$ cat config.mk
export PLATFORM = sky130hd
export DESIGN_NAME = regfile_rw_flat
export DESIGN_NICKNAME = d
export VERILOG_FILES = /design/src/rtl/regfile_rw_if.sv /design/src/rtl/regfile_rw.sv /design/src/flat_wrapper.sv
export SDC_FILE = /design/constraint.sdc
export NUM_CORES = 2
export LEC_CHECK = 0
export CELL_PAD_IN_SITES_DETAIL_PLACEMENT = 2
export CELL_PAD_IN_SITES_GLOBAL_PLACEMENT = 2
export CORE_MARGIN = 1.5
export CORE_UTILIZATION = 30
export DETAILED_ROUTE_END_ITERATION = 16
export HOLD_SLACK_MARGIN = 0.08
export PLACE_DENSITY = 0.66
export SLEW_MARGIN = 10
export SYNTH_ARGS = -nofsm -noshare
export SYNTH_HDL_FRONTEND = slang
export SYNTH_SLANG_ARGS = --single-unit
$ cat constraint.sdc
create_clock -name clk -period 4.9 [get_ports clk]
set_input_delay 0.49 -clock clk [delete_from_list [all_inputs] [get_ports clk]]
set_output_delay 0.49 -clock clk [all_outputs]
set_load 0.005 [all_outputs]
$ cat src/rtl/regfile_rw_if.sv
// rtl/regfile_rw_if.sv - write, read and dump-stream signals of the register file
interface regfile_rw_if #(
  parameter int ADDR_W = 5,
  parameter int DATA_W = 32
);
  logic              we;
  logic [ADDR_W-1:0] waddr;
  logic [DATA_W-1:0] wdata;
  logic [ADDR_W-1:0] raddr1;
  logic [ADDR_W-1:0] raddr2;
  logic [DATA_W-1:0] rdata1;
  logic [DATA_W-1:0] rdata2;
  logic              dump_req;
  logic              dump_ready;
  logic              dump_valid;
  logic [ADDR_W-1:0] dump_idx;
  logic [DATA_W-1:0] dump_data;
  logic              dump_busy;
  logic              dump_done;

  modport master (
    output we, waddr, wdata, raddr1, raddr2, dump_req, dump_ready,
    input  rdata1, rdata2, dump_valid, dump_idx, dump_data, dump_busy, dump_done
  );

  modport slave (
    input  we, waddr, wdata, raddr1, raddr2, dump_req, dump_ready,
    output rdata1, rdata2, dump_valid, dump_idx, dump_data, dump_busy, dump_done
  );
endinterface

$ cat src/rtl/regfile_rw.sv
// rtl/regfile_rw.sv - 32x32 MIPS register file, bypassed read ports, sequential dump stream
module regfile_rw #(
  parameter int ADDR_W = 5,
  parameter int DATA_W = 32,
  parameter int NREG   = 32
) (
  input  logic         clk,
  input  logic         rst_n,
  regfile_rw_if.slave  bus
);
  typedef enum logic [1:0] {S_IDLE, S_SEND, S_DONE} state_t;

  state_t            state_q, state_d;
  logic [DATA_W-1:0] regs_q [NREG];
  logic [DATA_W-1:0] regs_d [NREG];
  logic [ADDR_W-1:0] dump_idx_q, dump_idx_d;
  logic [DATA_W-1:0] dump_data_q, dump_data_d;
  logic [ADDR_W-1:0] next_idx;
  logic              beat_xfer;
  logic              last_beat;

  // $0 reads as zero; a write in flight to the same index wins over the stored value
  function automatic logic [DATA_W-1:0] value_of(
    input logic [ADDR_W-1:0] a,
    input logic              we,
    input logic [ADDR_W-1:0] waddr,
    input logic [DATA_W-1:0] wdata,
    input logic [DATA_W-1:0] stored
  );
    if (a == '0)                  return '0;
    else if (we && waddr == a)    return wdata;
    else                          return stored;
  endfunction

  always_comb begin
    regs_d = regs_q;
    if (bus.we && bus.waddr != '0) regs_d[bus.waddr] = bus.wdata;
  end

  assign bus.rdata1 = value_of(bus.raddr1, bus.we, bus.waddr, bus.wdata, regs_q[bus.raddr1]);
  assign bus.rdata2 = value_of(bus.raddr2, bus.we, bus.waddr, bus.wdata, regs_q[bus.raddr2]);

  assign next_idx  = dump_idx_q + ADDR_W'(1);
  assign beat_xfer = (state_q == S_SEND) && bus.dump_ready;
  assign last_beat = (dump_idx_q == ADDR_W'(NREG - 1));

  always_ff @(posedge clk or negedge rst_n) begin
    if (!rst_n) begin
      state_q     <= S_IDLE;
      dump_idx_q  <= '0;
      dump_data_q <= '0;
      for (int i = 0; i < NREG; i++) regs_q[i] <= '0;
    end else begin
      state_q     <= state_d;
      dump_idx_q  <= dump_idx_d;
      dump_data_q <= dump_data_d;
      regs_q      <= regs_d;
    end
  end

  always_comb begin
    state_d = state_q;
    case (state_q)
      S_IDLE:  if (bus.dump_req) state_d = S_SEND;
      S_SEND:  if (beat_xfer && last_beat) state_d = S_DONE;
      S_DONE:  state_d = S_IDLE;
      default: state_d = S_IDLE;
    endcase
  end

  // Beat data is captured at load time, so a stalled beat ignores later writes
  always_comb begin
    dump_idx_d  = dump_idx_q;
    dump_data_d = dump_data_q;
    if (state_q == S_IDLE && bus.dump_req) begin
      dump_idx_d  = '0;
      dump_data_d = value_of('0, bus.we, bus.waddr, bus.wdata, regs_q[0]);
    end else if (beat_xfer && !last_beat) begin
      dump_idx_d  = next_idx;
      dump_data_d = value_of(next_idx, bus.we, bus.waddr, bus.wdata, regs_q[next_idx]);
    end
  end

  always_comb begin
    bus.dump_valid = (state_q == S_SEND);
    bus.dump_busy  = (state_q == S_SEND);
    bus.dump_done  = (state_q == S_DONE);
    bus.dump_idx   = dump_idx_q;
    bus.dump_data  = dump_data_q;
  end
endmodule

$ cat src/flat_wrapper.sv
// flat-port wrapper written by rule: the top's interface ports become plain ports
module regfile_rw_flat 
#(
  parameter int ADDR_W = 5,
  parameter int DATA_W = 32,
  parameter int NREG   = 32
)
  (clk, rst_n, bus_we, bus_waddr, bus_wdata, bus_raddr1, bus_raddr2, bus_dump_req, bus_dump_ready, bus_rdata1, bus_rdata2, bus_dump_valid, bus_dump_idx, bus_dump_data, bus_dump_busy, bus_dump_done);
  regfile_rw_if #(.ADDR_W(ADDR_W), .DATA_W(DATA_W)) bus_i ();
  input  logic clk;
  input  logic rst_n;
  input wire logic [$bits(bus_i.we)-1:0] bus_we;
  input wire logic [$bits(bus_i.waddr)-1:0] bus_waddr;
  input wire logic [$bits(bus_i.wdata)-1:0] bus_wdata;
  input wire logic [$bits(bus_i.raddr1)-1:0] bus_raddr1;
  input wire logic [$bits(bus_i.raddr2)-1:0] bus_raddr2;
  input wire logic [$bits(bus_i.dump_req)-1:0] bus_dump_req;
  input wire logic [$bits(bus_i.dump_ready)-1:0] bus_dump_ready;
  output wire logic [$bits(bus_i.rdata1)-1:0] bus_rdata1;
  output wire logic [$bits(bus_i.rdata2)-1:0] bus_rdata2;
  output wire logic [$bits(bus_i.dump_valid)-1:0] bus_dump_valid;
  output wire logic [$bits(bus_i.dump_idx)-1:0] bus_dump_idx;
  output wire logic [$bits(bus_i.dump_data)-1:0] bus_dump_data;
  output wire logic [$bits(bus_i.dump_busy)-1:0] bus_dump_busy;
  output wire logic [$bits(bus_i.dump_done)-1:0] bus_dump_done;
  assign bus_i.we = bus_we;
  assign bus_i.waddr = bus_waddr;
  assign bus_i.wdata = bus_wdata;
  assign bus_i.raddr1 = bus_raddr1;
  assign bus_i.raddr2 = bus_raddr2;
  assign bus_i.dump_req = bus_dump_req;
  assign bus_i.dump_ready = bus_dump_ready;
  assign bus_rdata1 = bus_i.rdata1;
  assign bus_rdata2 = bus_i.rdata2;
  assign bus_dump_valid = bus_i.dump_valid;
  assign bus_dump_idx = bus_i.dump_idx;
  assign bus_dump_data = bus_i.dump_data;
  assign bus_dump_busy = bus_i.dump_busy;
  assign bus_dump_done = bus_i.dump_done;
  regfile_rw #(.ADDR_W(ADDR_W), .DATA_W(DATA_W), .NREG(NREG)) u_core (.clk(clk), .rst_n(rst_n), .bus(bus_i));
endmodule
# After elaboration in Yosys (flattened, before gate mapping)
# Index checks and enable logic that the tools add are counted.
[classes]
addsub = 1
mul = 0
div_mod_pow = 0
order_cmp = 5
eq_ne = 8
n_shift = 0
muxes = 25
n_bitwise = 4
reduce_logical = 17
[op_table]
columns = ["op", "count"]
rows = [
  ["bitwise mux 1024 bit", 1],
  ["binary-select mux 32 bit (select 5 bit)", 3],
  ["two-way mux 32 bit", 15],
  ["demux 32 bit (select 5 bit)", 1],
  [">= comparator 6 bit (second input constant)", 4],
  ["NOT 5 -> 6 bit", 4],
  ["== test 5 bit", 3],
  ["logical NOT 5 bit", 3],
  ["two-way mux 5 bit", 2],
  ["logical AND 1 bit", 9],
  ["less-than comparator 6 x 1 -> 1 bit (second input constant)", 1],
  ["adder 5 x 1 -> 5 bit (second input constant)", 1],
  ["== test 5 bit (second input constant)", 1],
  ["nonzero test 5 bit", 1],
  ["two-way mux 2 bit", 2],
  ["one-hot mux 2 bit (2 select lines)", 1],
  ["== test 2 x 1 -> 1 bit (second input constant)", 1],
  ["== test 2 bit (second input constant)", 1],
  ["logical NOT 2 bit", 1],
  ["inequality test 2 x 1 -> 1 bit (second input constant)", 1],
  ["inequality test 2 bit (second input constant)", 1],
  ["AND reduction 2 bit", 1],
  ["nonzero test 2 bit", 1],
  ["logical NOT 1 bit", 1],
]
[totals]
register_bits = 1063
latch_bits = 0
mem_bits_rw = 0
mem_bits_ro = 0
input_bits = 52
out_inout_bits = 104
wordCells = 95
n_memories = 0

# Depth between registers and ports, before layout
[logic_depth]
ltp_word = 9
depth_mapped = 12

# Least setup slack after synthesis
# No wires, ideal clock.
[synth_path]
kind = "input to output"
from = "in bus_raddr2[1]"
to = "out bus_rdata2[10]"
t_arrival_ns = 2.375
path_slack_ns = 2.035
stages = 7
path_buffers = 3
path_cell_list = "buf_2 > buf_2 > buf_1 > mux4_2 > mux4_2 > and3_1 > a221o_1"
[synth_between]
elab_chain_cells = 6
[synth_rtl]
columns = ["item", "line", "source"]
rows = [
  ["start: declaration", "flat_wrapper.sv:16", "input wire logic [$bits(bus_i.raddr2)-1:0] bus_raddr2;"],
  ["NOT 5 -> 6 bit (implied by the code)", "regfile_rw.sv:41", "assign bus.rdata2 = value_of(bus.raddr2, bus.we, bus.waddr, bus.wdata, regs_q[bus.raddr2]);"],
  ["binary-select mux 32 bit (select 5 bit)", "regfile_rw.sv:41", ""],
  ["two-way mux 32 bit (implied by the code) (2 in series)", "regfile_rw.sv:41", ""],
  ["two-way mux 32 bit", "regfile_rw.sv:31", "else if (we && waddr == a) return wdata;"],
  ["two-way mux 32 bit (*)", "regfile_rw.sv:30", "if (a == '0) return '0;"],
  ["end: declaration", "flat_wrapper.sv:20", "output wire logic [$bits(bus_i.rdata2)-1:0] bus_rdata2;"],
]
# Every way passes the cells marked *; elsewhere a longest branch is shown, timed or not. The select of a mux whose other input is x is not followed.

# Worst setup path in the final report
[layout_path]
from = "in bus_waddr[3]"
to = "out bus_rdata2[22]"
[layout_between]
elab_chain_cells = 4
[layout_rtl]
columns = ["item", "line", "source"]
rows = [
  ["start: declaration", "flat_wrapper.sv:13", "input wire logic [$bits(bus_i.waddr)-1:0] bus_waddr;"],
  ["== test 5 bit", "regfile_rw.sv:31", ""],
  ["logical AND 1 bit", "regfile_rw.sv:31", ""],
  ["two-way mux 32 bit", "regfile_rw.sv:31", ""],
  ["two-way mux 32 bit", "regfile_rw.sv:30", ""],
]
# No other way between the ends.

==> results.cfg <==
[logic_synthesis]
total_nets_after_synthesis = 4693
yosysUniqueCellTypes = 59
synth.yosys.seq_area_share_pct = 41.0
post_synth_edffs = 0
yosys_warnings = 0
synth_async_sr_flop_share_pct = 100
synthesis.area_per_instance_sq_um = 14.0
yosys_reg_bits = 1063
syn_inst = 4638
netlist_area_sq_um = 64900
synth_top_flop_cell = dfrtp_1

[timing]
final-setup-viol-count = 0
period_needed_ps = 4730
drv_slew = 0
final.setup_skew_ps = 40.7
fin_setup_tns_ps = 0
hold_viol = 0
final_min_period_over_clock_period_pct = 96.6
worst_slew_pin_slew_ps = 1230
achievable-frequency_ghz = 0.211
slew_headroom_pct = 17.7
setup_repair_after_global_routing_missed_its_margin = no

[floorplan]
num_io_pins = 156
std_cell_rows = 170
floorplan.core_area_sq_um = 215000
floorplan.die.height_microns = 468
floorplan.initialDensity_pct = 30.2
die_width_microns = 468
fp.dieArea_sq_um = 219000

[detailed_routing]
drt-pass1-iter-count = 7
drt-total-wl_mm = 282
drc_errors = 0
detail_route.vias_per_cell = 6.24
drtAntennaViolNets = 0
dr_total_vias = 47100
wl_per_cell_microns = 37.3
detailedRoute.firstIterationViolations = 4804

[run]
maxCapViolCount = 0

[clock_tree]
clk-insertion-delay-late_ps = 800
tritoncts_clock_tree = done
clk_pin_slew_worst_paths_ps = 60
cts_htree_levels = 3
cts.sinks = 1063
postCtsResizedCells = 0
cts-root-buf = clkbuf_16
cts_hold_buf = 1
clock_path_buffers = 3
cts.repair_timing.setup_buffer_count = 0
numCtsBuffers = 121

[placed_design]
weighted_congestion_reported_at_the_end_of_routability_driven_placement = 0.827
dpl_cell_area_sq_um = 70500
io_port_bufs = 155
place_hpwl_mm = 171

[setup_path]
slowest_stage = o21ai_0
timing.critical_path.slowest_cell_delay_ps = 880
end_kind = output port
timing.critical_path.required_ps = 4410
critical_path_arrival_ps = 4240
setup.worst_path.class = in2out
setup.worst_path.start_class = input port
worst-path-max-fanout = 11
path_cells = clkdlybuf4s50_1 -> buf_4 -> xor2_1 -> nor4_1 -> nand3_2 -> nand2_1 -> buf_4 -> o21ai_0 -> clkdlybuf4s50_1

[power]
cellLeakagePower_nw = 30.6
power.density_nw_per_um2 = 466
irDropWorstVdd_uv = 379

[final_layout]
fin_util_pct = 34.9
final_design_area_no_fill_sq_um = 74900
final_nets = 4669
n_fill_cell = 21700
area_growth_syn_to_layout_pct = 15.3
post_route_cells_drive_above_1_share_pct = 47.5

[global_routing]
grt_antenna_before_repair = 18
grt_start_max_net_pins = 126
track_usage_pct = 25.7
via_count_of_the_first_global_routing_pass = 50000
globalRoute.totalOverflow = 0
grt_first_pass_wirelength_mm = 402

[run_status]
outcome = finished clean

[worst_hold_path]
hold_class = in2reg
placed cells by master (no fill, tap or decap), types with 6 or more instances in the layout:
cell and count:
nand3_1 134, xnor2_1 11, nor2_1 47, o21ai_0 69, and2_1 10, a211oi_1 45, o221ai_1 6, a31oi_1 10
a221o_1 32, dfrtp_1 1062, clkinv_2 28, a21oi_1 74, buf_4 195, clkbuf_8 29, and3_1 25, nor2_4 15
a221oi_1 40, nand2_4 11, clkbuf_16 122, mux2i_1 166, a22oi_1 56, o21ai_1 34, clkbuf_1 16, mux4_2 746
mux2_2 969, buf_12 49, o22ai_1 24, clkdlybuf4s50_1 144, nand2_1 289, nand2b_1 6, xor2_1 6, mux2_1 46
nor2b_1 34, bufinv_16 20, nand4_1 35, nor3_1 6
sequential cells by signal, summed over array words and instances (netlist names):
register and count:
u_core.bus.dump_data 32, u_core.bus.dump_idx 5, u_core.regs_q 1024, u_core.state_q 2
report_power, final:
part	switching, mW	internal [mW]	leakage, nW
sequential	1.87	10.5	13.6
combinational	6.16	6.15	14.8
clock	4.15	6.02	2.16
area by class of cell:
cell class | instances | area, sq um | area share [%]
Clock buffer | 166 | 3500 | 4.67
Timing Repair Buffer | 399 | 4020 | 5.36
Sequential cell | 1063 | 26600 | 35.5
Antenna cell | 4 | 10.0 | 0.0134
Clock inverter | 59 | 857 | 1.14
Inverter | 8 | 32.5 | 0.0434
Tap cell | 2838 | 3550 | 4.74
Multi-Input combinational cell | 3021 | 36300 | 48.5
cells in the mapped netlist (29+ instances only):
cell type	number	area share, %
mux2_1	46	0.80
mux2_2	969	17
mux2i_1	166	2.6
a22oi_1	56	0.65
buf_1	73	0.42
a221o_1	32	0.49
a221oi_1	40	0.54
dfrtp_1	1063	41
nor2_1	65	0.38
o21ai_0	69	0.53
a211oi_1	45	0.52
a21oi_1	75	0.58
nand4_1	35	0.34
buf_4	29	0.34
clkbuf_1	333	1.9
nand3_1	136	1.0
o21ai_1	36	0.28
mux4_2	746	26
nor2b_1	42	0.40
buf_2	99	0.76
nand2_1	300	1.7
through the flow:
stage / std cells / setup slack [ps] / hold slack, ps / total power [mW]
after floorplan: 4638 / 2030 / 194 / 19.8
after global placement: 7328 / 242 / 392 / 24.3
after detailed placement: 7328 / 232 / 402 / 24.7
after CTS: 7554 / 221 / 328 / 35.0
after global routing: 7558 / 71.5 / 397 / 36.3
final: 7558 / 165 / 379 / 34.9
cells by family after synthesis:
logic type	count (synthesis)	synth area share (%)
XOR/XNOR	19	0.268
flip-flops	1063	41.0
AND/OR/NAND/NOR	654	4.66
adder cells (fa/ha/maj)	3	0.0578
multiplexers	1927	46.0
buffers and inverters	554	3.70
AO/OA/AOI/OAI	418	4.32
worst max-delay path: cells and delay by family:
kind / cells / cell delay, ps
AND/OR/NAND/NOR: 3 / 770
buffers and inverters: 4 / 1930
AO/OA/AOI/OAI: 1 / 880
XOR/XNOR: 1 / 160
layer usage:
metal	GRT usage [%]	part of all wire (%)
met3	4.67	6.9
met4	10.2	4.4
met2	40.3	46
met5	0	0.0050
met1	35.1	42
path summary, 6_finish.rpt:
check | from | end | slack [ps] | cells past startpoint
max reg2reg | u_core.bus.dump_idx[3]$_DFFE_PN0P_ | u_core.bus.dump_data[18]$_DFFE_PN0P_ | 1340 | 8
min in group asynchronous | rst_n | u_core.regs_q[212]$_DFFE_PN0P_ | 400 | 2
min reg2reg | u_core.regs_q[1001]$_DFFE_PN0P_ | u_core.regs_q[1001]$_DFFE_PN0P_ | 420 | 0
min | bus_dump_ready | u_core.state_q[0]$_DFFE_PN0P_ | 380 | 2
max in group asynchronous | rst_n | u_core.regs_q[428]$_DFFE_PN0P_ | 3170 | 4
max | bus_waddr[3] | bus_rdata2[22] | 170 | 9
Power figures use the tool's default switching activity.
